### config.mk
export PLATFORM = sky130hd
export DESIGN_NAME = rst_seq_ctrl_flat
export DESIGN_NICKNAME = d
export VERILOG_FILES = /design/src/rtl/rst_seq_ctrl_if.sv /design/src/rtl/rst_seq_ctrl.sv /design/src/flat_wrapper.sv
export SDC_FILE = /design/constraint.sdc
export NUM_CORES = 1
export LEC_CHECK = 0
export CAP_MARGIN = 20
export CORE_MARGIN = 2
export CORE_UTILIZATION = 28
export DETAILED_ROUTE_END_ITERATION = 7
export GPL_ROUTABILITY_DRIVEN = 0
export GPL_TIMING_DRIVEN = 0
export PLACE_DENSITY = 0.46
export SYNTH_ARGS = -nofsm -noshare
export SYNTH_HDL_FRONTEND = slang
export SYNTH_SLANG_ARGS = --single-unit
### constraint.sdc
create_clock -name HCLK_i -period 1.7 [get_ports HCLK_i]
set_input_delay 0.425 -clock HCLK_i [delete_from_list [all_inputs] [get_ports HCLK_i]]
set_output_delay 0.425 -clock HCLK_i [all_outputs]
set_load 0.01 [all_outputs]
### src/rtl/rst_seq_ctrl_if.sv
// Lock/reset-request inputs and sequenced reset outputs of rst_seq_ctrl.
// The slave modport is the sequencer's view; master is the surrounding top level.
interface rst_seq_ctrl_if #(
   parameter int N_LOCK = 1,
   parameter int N_CH   = 3,
   parameter int CNT_W  = 8
);
   logic [N_LOCK-1:0] lock_i;
   logic              sw_rst_i;
   logic              lockup_i;
   logic [N_CH-1:0]   rstn_o;
   logic              done_o;
   logic [1:0]        state_o;
   logic [CNT_W-1:0]  fault_cnt_o;

   modport master (
      output lock_i, sw_rst_i, lockup_i,
      input  rstn_o, done_o, state_o, fault_cnt_o
   );

   modport slave (
      input  lock_i, sw_rst_i, lockup_i,
      output rstn_o, done_o, state_o, fault_cnt_o
   );
endinterface

### src/rtl/rst_seq_ctrl.sv
// Reset sequencer: qualifies synchronised PLL lock flags, then releases N_CH
// active-low domain resets in staggered order; re-asserts on lock loss or request.
module rst_seq_ctrl #(
   parameter int N_LOCK          = 1,
   parameter int N_CH            = 3,
   parameter int LOCK_STABLE_CYC = 16,
   parameter int STEP_CYC        = 4,
   parameter int HOLD_CYC        = 8,
   parameter bit LOCKUP_RST_EN   = 1'b1,
   parameter int CNT_W           = 8
) (
   input logic           HCLK_i,
   input logic           hwRst_i,
   rst_seq_ctrl_if.slave bus
);

   typedef enum logic [1:0] {
      ST_WAIT_LOCK = 2'd0,
      ST_RELEASE   = 2'd1,
      ST_RUN       = 2'd2,
      ST_HOLD      = 2'd3
   } state_t;

   localparam int STAB_W = (LOCK_STABLE_CYC > 1) ? $clog2(LOCK_STABLE_CYC) : 1;
   localparam int STEP_W = (STEP_CYC > 1) ? $clog2(STEP_CYC) : 1;
   localparam int HOLD_W = (HOLD_CYC > 1) ? $clog2(HOLD_CYC) : 1;
   localparam int IDX_W  = (N_CH > 1) ? $clog2(N_CH) : 1;

   localparam logic [STAB_W-1:0] STAB_LAST = STAB_W'(LOCK_STABLE_CYC - 1);
   localparam logic [STEP_W-1:0] STEP_LAST = STEP_W'(STEP_CYC - 1);
   localparam logic [HOLD_W-1:0] HOLD_LAST = HOLD_W'(HOLD_CYC - 1);
   localparam logic [IDX_W-1:0]  IDX_LAST  = IDX_W'(N_CH - 1);

   state_t             r_state;
   state_t             w_next_state;
   logic [N_LOCK-1:0]  r_sync1;
   logic [N_LOCK-1:0]  r_sync2;
   logic [STAB_W-1:0]  r_stab_cnt;
   logic [STEP_W-1:0]  r_step_cnt;
   logic [HOLD_W-1:0]  r_hold_cnt;
   logic [IDX_W-1:0]   r_idx;
   logic [N_CH-1:0]    r_rstn;
   logic               r_done;
   logic [CNT_W-1:0]   r_fault;

   logic w_lock_all_s;
   logic w_loss;
   logic w_soft;
   logic w_stab_done;
   logic w_step_done;
   logic w_last_ch;
   logic w_hold_done;

   assign w_lock_all_s = &r_sync2;
   // Lock low is only a fault once release has begun; priority is loss > soft.
   assign w_loss       = !w_lock_all_s && ((r_state == ST_RELEASE) || (r_state == ST_RUN));
   assign w_soft       = bus.sw_rst_i ||
                         (LOCKUP_RST_EN && bus.lockup_i && (r_state == ST_RUN));
   assign w_stab_done  = w_lock_all_s && (r_stab_cnt == STAB_LAST);
   assign w_step_done  = (r_step_cnt == STEP_LAST);
   assign w_last_ch    = (r_idx == IDX_LAST);
   assign w_hold_done  = (r_hold_cnt == HOLD_LAST);

   // NOTE: registers use non-blocking assignments so every flop samples pre-edge values.
   always_ff @(posedge HCLK_i or posedge hwRst_i) begin
      if (hwRst_i) r_state <= ST_WAIT_LOCK;
      else         r_state <= w_next_state;
   end

   // NOTE: defaulting the next state before any branch keeps this block latch-free.
   always_comb begin
      w_next_state = r_state;
      if (w_loss) begin
         w_next_state = ST_WAIT_LOCK;
      end else if (w_soft) begin
         w_next_state = ST_HOLD;
      end else begin
         case (r_state)
            ST_WAIT_LOCK: if (w_stab_done) w_next_state = (N_CH == 1) ? ST_RUN : ST_RELEASE;
            ST_RELEASE:   if (w_step_done && w_last_ch) w_next_state = ST_RUN;
            ST_HOLD:      if (w_hold_done) w_next_state = ST_WAIT_LOCK;
            default:      ;
         endcase
      end
   end

   always_comb begin
      bus.rstn_o      = r_rstn;
      bus.done_o      = r_done;
      bus.state_o     = r_state;
      bus.fault_cnt_o = r_fault;
   end

   always_ff @(posedge HCLK_i or posedge hwRst_i) begin
      if (hwRst_i) begin
         r_sync1 <= '0;
         r_sync2 <= '0;
      end else begin
         r_sync1 <= bus.lock_i;
         r_sync2 <= r_sync1;
      end
   end

   always_ff @(posedge HCLK_i or posedge hwRst_i) begin
      if (hwRst_i) begin
         r_stab_cnt <= '0;
         r_step_cnt <= '0;
         r_hold_cnt <= '0;
         r_idx      <= '0;
         r_rstn     <= '0;
         r_done     <= 1'b0;
         r_fault    <= '0;
      end else if (w_loss) begin
         r_rstn     <= '0;
         r_done     <= 1'b0;
         r_stab_cnt <= '0;
         r_step_cnt <= '0;
         r_idx      <= '0;
         if (r_fault != '1) r_fault <= r_fault + 1'b1;
      end else if (w_soft) begin
         r_rstn     <= '0;
         r_done     <= 1'b0;
         r_stab_cnt <= '0;
         r_step_cnt <= '0;
         r_idx      <= '0;
         r_hold_cnt <= '0;
      end else begin
         case (r_state)
            ST_WAIT_LOCK: begin
               if (!w_lock_all_s) begin
                  r_stab_cnt <= '0;
               end else if (w_stab_done) begin
                  r_stab_cnt <= '0;
                  r_rstn[0]  <= 1'b1;
                  r_idx      <= IDX_W'(1);
                  r_step_cnt <= '0;
                  r_done     <= (N_CH == 1) ? 1'b1 : 1'b0;
               end else begin
                  r_stab_cnt <= r_stab_cnt + 1'b1;
               end
            end
            ST_RELEASE: begin
               if (w_step_done) begin
                  r_step_cnt <= '0;
                  r_idx      <= r_idx + 1'b1;
                  for (int k = 1; k < N_CH; k++) begin
                     if (r_idx == IDX_W'(k)) r_rstn[k] <= 1'b1;
                  end
                  if (w_last_ch) r_done <= 1'b1;
               end else begin
                  r_step_cnt <= r_step_cnt + 1'b1;
               end
            end
            ST_HOLD: r_hold_cnt <= w_hold_done ? '0 : r_hold_cnt + 1'b1;
            default: ;
         endcase
      end
   end

endmodule

### src/flat_wrapper.sv
// flat-port wrapper written by rule: the top's interface ports become plain ports
module rst_seq_ctrl_flat 
#(
   parameter int N_LOCK          = 1,
   parameter int N_CH            = 3,
   parameter int LOCK_STABLE_CYC = 16,
   parameter int STEP_CYC        = 4,
   parameter int HOLD_CYC        = 8,
   parameter bit LOCKUP_RST_EN   = 1'b1,
   parameter int CNT_W           = 8
)
  (HCLK_i, hwRst_i, bus_lock_i, bus_sw_rst_i, bus_lockup_i, bus_rstn_o, bus_done_o, bus_state_o, bus_fault_cnt_o);
  rst_seq_ctrl_if #(.N_LOCK(N_LOCK), .N_CH(N_CH), .CNT_W(CNT_W)) bus_i ();
  input logic HCLK_i;
  input logic hwRst_i;
  input wire logic [$bits(bus_i.lock_i)-1:0] bus_lock_i;
  input wire logic [$bits(bus_i.sw_rst_i)-1:0] bus_sw_rst_i;
  input wire logic [$bits(bus_i.lockup_i)-1:0] bus_lockup_i;
  output wire logic [$bits(bus_i.rstn_o)-1:0] bus_rstn_o;
  output wire logic [$bits(bus_i.done_o)-1:0] bus_done_o;
  output wire logic [$bits(bus_i.state_o)-1:0] bus_state_o;
  output wire logic [$bits(bus_i.fault_cnt_o)-1:0] bus_fault_cnt_o;
  assign bus_i.lock_i = bus_lock_i;
  assign bus_i.sw_rst_i = bus_sw_rst_i;
  assign bus_i.lockup_i = bus_lockup_i;
  assign bus_rstn_o = bus_i.rstn_o;
  assign bus_done_o = bus_i.done_o;
  assign bus_state_o = bus_i.state_o;
  assign bus_fault_cnt_o = bus_i.fault_cnt_o;
  rst_seq_ctrl #(.N_LOCK(N_LOCK), .N_CH(N_CH), .LOCK_STABLE_CYC(LOCK_STABLE_CYC), .STEP_CYC(STEP_CYC), .HOLD_CYC(HOLD_CYC), .LOCKUP_RST_EN(LOCKUP_RST_EN), .CNT_W(CNT_W)) u_core (.HCLK_i(HCLK_i), .hwRst_i(hwRst_i), .bus(bus_i));
endmodule
==> results <==
- The synthesized design contains 27 register bits.
- The via count of the first global-routing pass was 1130.
- The global-route wire length before repair is 5190 µm.
- The kind of start point of the critical path is a flip-flop.
- The post-route clock period utilization is 104%.
- The worst slack at placement is -0.339 ns.
- The detailed router finished its first iteration with 33 violations.
- The area of the placeable core is 4750 µm².
- The number of setup violations in the final report is 1.
- After detailed routing, the number of remaining DRC violations is 0.
- Clock tree synthesis found a total of 27 sinks.
- The power density of the placed cells is 1470 nW/µm².
- In the layout the commonest cells are 26 x dfrtp_1, 19 x buf_4, 13 x clkdlybuf4s50_1.
- The clock network latency to the later pin of the worst-skew pair is 0.28 ns.
- The slew of the pin with the lowest slew margin is 0.464 ns.
- The final critical delay including setup and external delays is 1.76 ns.
- The max-cap violation count is 0.
- The fraction of layout cells with a size suffix above 1 is 28.1%.
- STA puts the critical path data arrival time at 1.97 ns.
- The repair_antennas step left the layout with diodes totalling 0.
- Once the floorplan was initialized, standard cells occupied 29.1% of the core.
- Buffers inserted during clock tree synthesis total 3.
- The path type of the worst setup path is reg -> reg.
- The fraction of registers with async set/reset is 100%.
- The die boundary width is approximately 74 µm.
- Sorting the synthesized cells by area gives the leading types as dfrtp_1 49%, ha_1 10%, xnor2_1 3.8%, nand2_1 3.3%, a21oi_1 2.5%.
- The longest clock path from root to sink contains 2 buffers.
- The setup TNS after final layout is -0.0639 ns.
- The die is 74.2 µm tall.
- In this run the remaining antenna-violating nets after routing total 0.
- The register area share after synthesis is between 40 and 50%.
- STA puts the critical path data required time at 1.90 ns.
- The number of distinct library cells after synthesis is 34.
- The flow ran to the end, but the final reports show violations.
- After synthesis, the largest area contributor takes up about half of total cell area.
- After clock tree synthesis, the clock-pin slew on the worst setup and hold paths is 0.10 ns.
- Entering global routing, the biggest net connects 28 pins.
- The final route contains 1141 vias.
- The instance count of the mapped netlist is 129.
- The die covers 5510 µm².
- The checks that failed: setup timing.
- The category of the worst setup path capture point is a flip-flop.
- The mean cell area of the mapped netlist is 10.7 µm².
- The number of pins exceeding their max-slew limit in the final report is 0.
- Across the routed clock network, the largest skew measured is 0.0115 ns.
- The remaining max-slew budget at the tightest pin is just under 70%.
- The highest fanout seen on the critical path is 8.
- Setup repair after global routing could not meet its margin everywhere.
- The worst-case IR drop observed on VDD is 1.02 mV.
- The number of nets in the synthesized netlist is between 100 and 150.
- The routed design has 3140 µm of wire.
- The area added between synthesis and finish is 45.8%.
- The vias per cell is around 4.8.
- In this run the number of H-tree levels came out at 1.
- For this run, the post-layout net count is 188.
- The achievable frequency is 567 MHz.
- The post-detailed-placement half-perimeter wirelength is 2010 µm.
- For this run the aggregate overflow at the end of global routing stands at 0.
- Global routing used 12.3% of the available tracks.
- The cell type contributing the most total cell area after synthesis is dfrtp_1.
- The number of antenna violations at the first check in global routing was 0.
- The main flop type after synthesis is dfrtp_1.
- Buffers placed on the I/O ports in this run total 18.
- The number of flops mapped to enable cells by yosys is 0.
- The TritonCTS clock tree is built.
- The total number of placement rows is 25.
- Summed over all cells, the static leakage comes to 0.000904 µW.
- The final hold violation count came to 0.
- The library cell used most frequently in the layout, excluding fill and tap cells, is dfrtp_1.
- The root cell of the clock tree is clkbuf_8.
- The min-delay analysis places its worst path in the category reg -> reg.
- The worst path setup slack after routing is -0.0639 ns.
- The first TritonRoute pass finished after 4 iterations.
- The routed wirelength normalized by instance count is 13.2 µm.
- The count of yosys warnings during synthesis is 0.
- The count of boundary I/O pins is 19.
- The synthesized netlist occupies a cell area of roughly 1400 µm².
==> stage by stage <==
stage / area, µm² / utilization (%) / power (µW) / std cells / hold slack (ns)
global route: 2010 / 42.4 / 3210 / 238 / 0.370
CTS: 1830 / 38.6 / 2700 / 228 / 0.367
floorplan: 1390 / - / 1650 / 129 / 0.331
finish: 2010 / 42.4 / 2960 / 238 / 0.364
detailed placement: 1650 / 34.8 / 2040 / 214 / 0.341
global placement: 1650 / 34.8 / 2020 / 214 / 0.335
==> layer usage <==
| metal | GRT usage, % | wire, µm |
|---|---|---|
| met5 | 0 | 0 |
| met4 | 3.97 | 22 |
| met3 | 3.79 | 168 |
| met2 | 19.7 | 1500 |
| met1 | 15.9 | 1460 |
==> final cells by class <==
type	instances	area (µm²)
Multi-Input combinational cell	91	798
Fill cell	475	2740
Inverter	9	33.8
Clock inverter	1	8.76
Sequential cell	27	677
Tap cell	67	83.8
Clock buffer	3	41.3
Timing Repair Buffer	39	367
Buffer	1	5.00
==> timing repair <==
item	in CTS	in global routing
hold buffers	0	0
pin swaps	2	4
resized for setup	16	16
buffers inserted	10	10
setup endpoints to repair	23	17
==> critical path, cell delays in order, from the launching register on <==
cell and delay (ns):
dfrtp_1 0.40, inv_2 0.09, ha_4 0.28, nor2b_4 0.17
a2111oi_4 0.06, buf_6 0.14, or4_1 0.45, o21ai_1 0.09
==> path summary, 6_finish.rpt <==
path | slack [ns] | endpoint | start | depth (start not counted)
max | -0.06 | u_core.r_idx[1] | u_core.bus.state_o[0] | 7
min | 0.36 | u_core.r_sync2 | u_core.r_sync1 | 0
max reg2reg | -0.06 | u_core.r_idx[1] | u_core.bus.state_o[0] | 7
min reg2reg | 0.36 | u_core.r_sync2 | u_core.r_sync1 | 0
max in group asynchronous | 0.78 | u_core.r_stab_cnt[0] | hwRst_i | 3
min in group asynchronous | 0.45 | u_core.bus.fault_cnt_o[4] | hwRst_i | 2
==> cells by family after synthesis <==
kind of cell | share of synthesized area (%)
AOI/OAI and AO/OA | 16.7
adders and majority gates | 9.96
and+or+nand+nor | 14.5
DFF | 48.9
muxes | 2.26
xor gates and xnor gates | 4.44
buffers and inverters | 3.26
==> sequential cells by signal, indices dropped and copies added, names as in the netlist, 2 cells and up <==
signal                  count
u_core.bus.fault_cnt_o      8
u_core.bus.rstn_o           3
u_core.bus.state_o          2
u_core.r_hold_cnt           3
u_core.r_idx                2
u_core.r_stab_cnt           4
u_core.r_step_cnt           2
==> Yosys cell counts (all sizes together), types with 2 or more instances <==
cell,n
o22ai,3
nand2b,3
and4,2
nand4,2
xnor2,6
mux2i,2
a32o,2
dfrtp,27
a21o,2
o31ai,2
a31oi,4
a21oi,8
nand2,12
a22o,2
ha,11
and3,3
nor2b,2
nor2,5
nand3,5
o21ai,6
inv,9
==> where the power goes <==
| part | internal (µW) | switching (µW) |
|---|---|---|
| sequential | 786 | 119 |
| combinational | 846 | 818 |
| clock | 172 | 218 |
No activity file was read; power rests on OpenSTA's default activity.
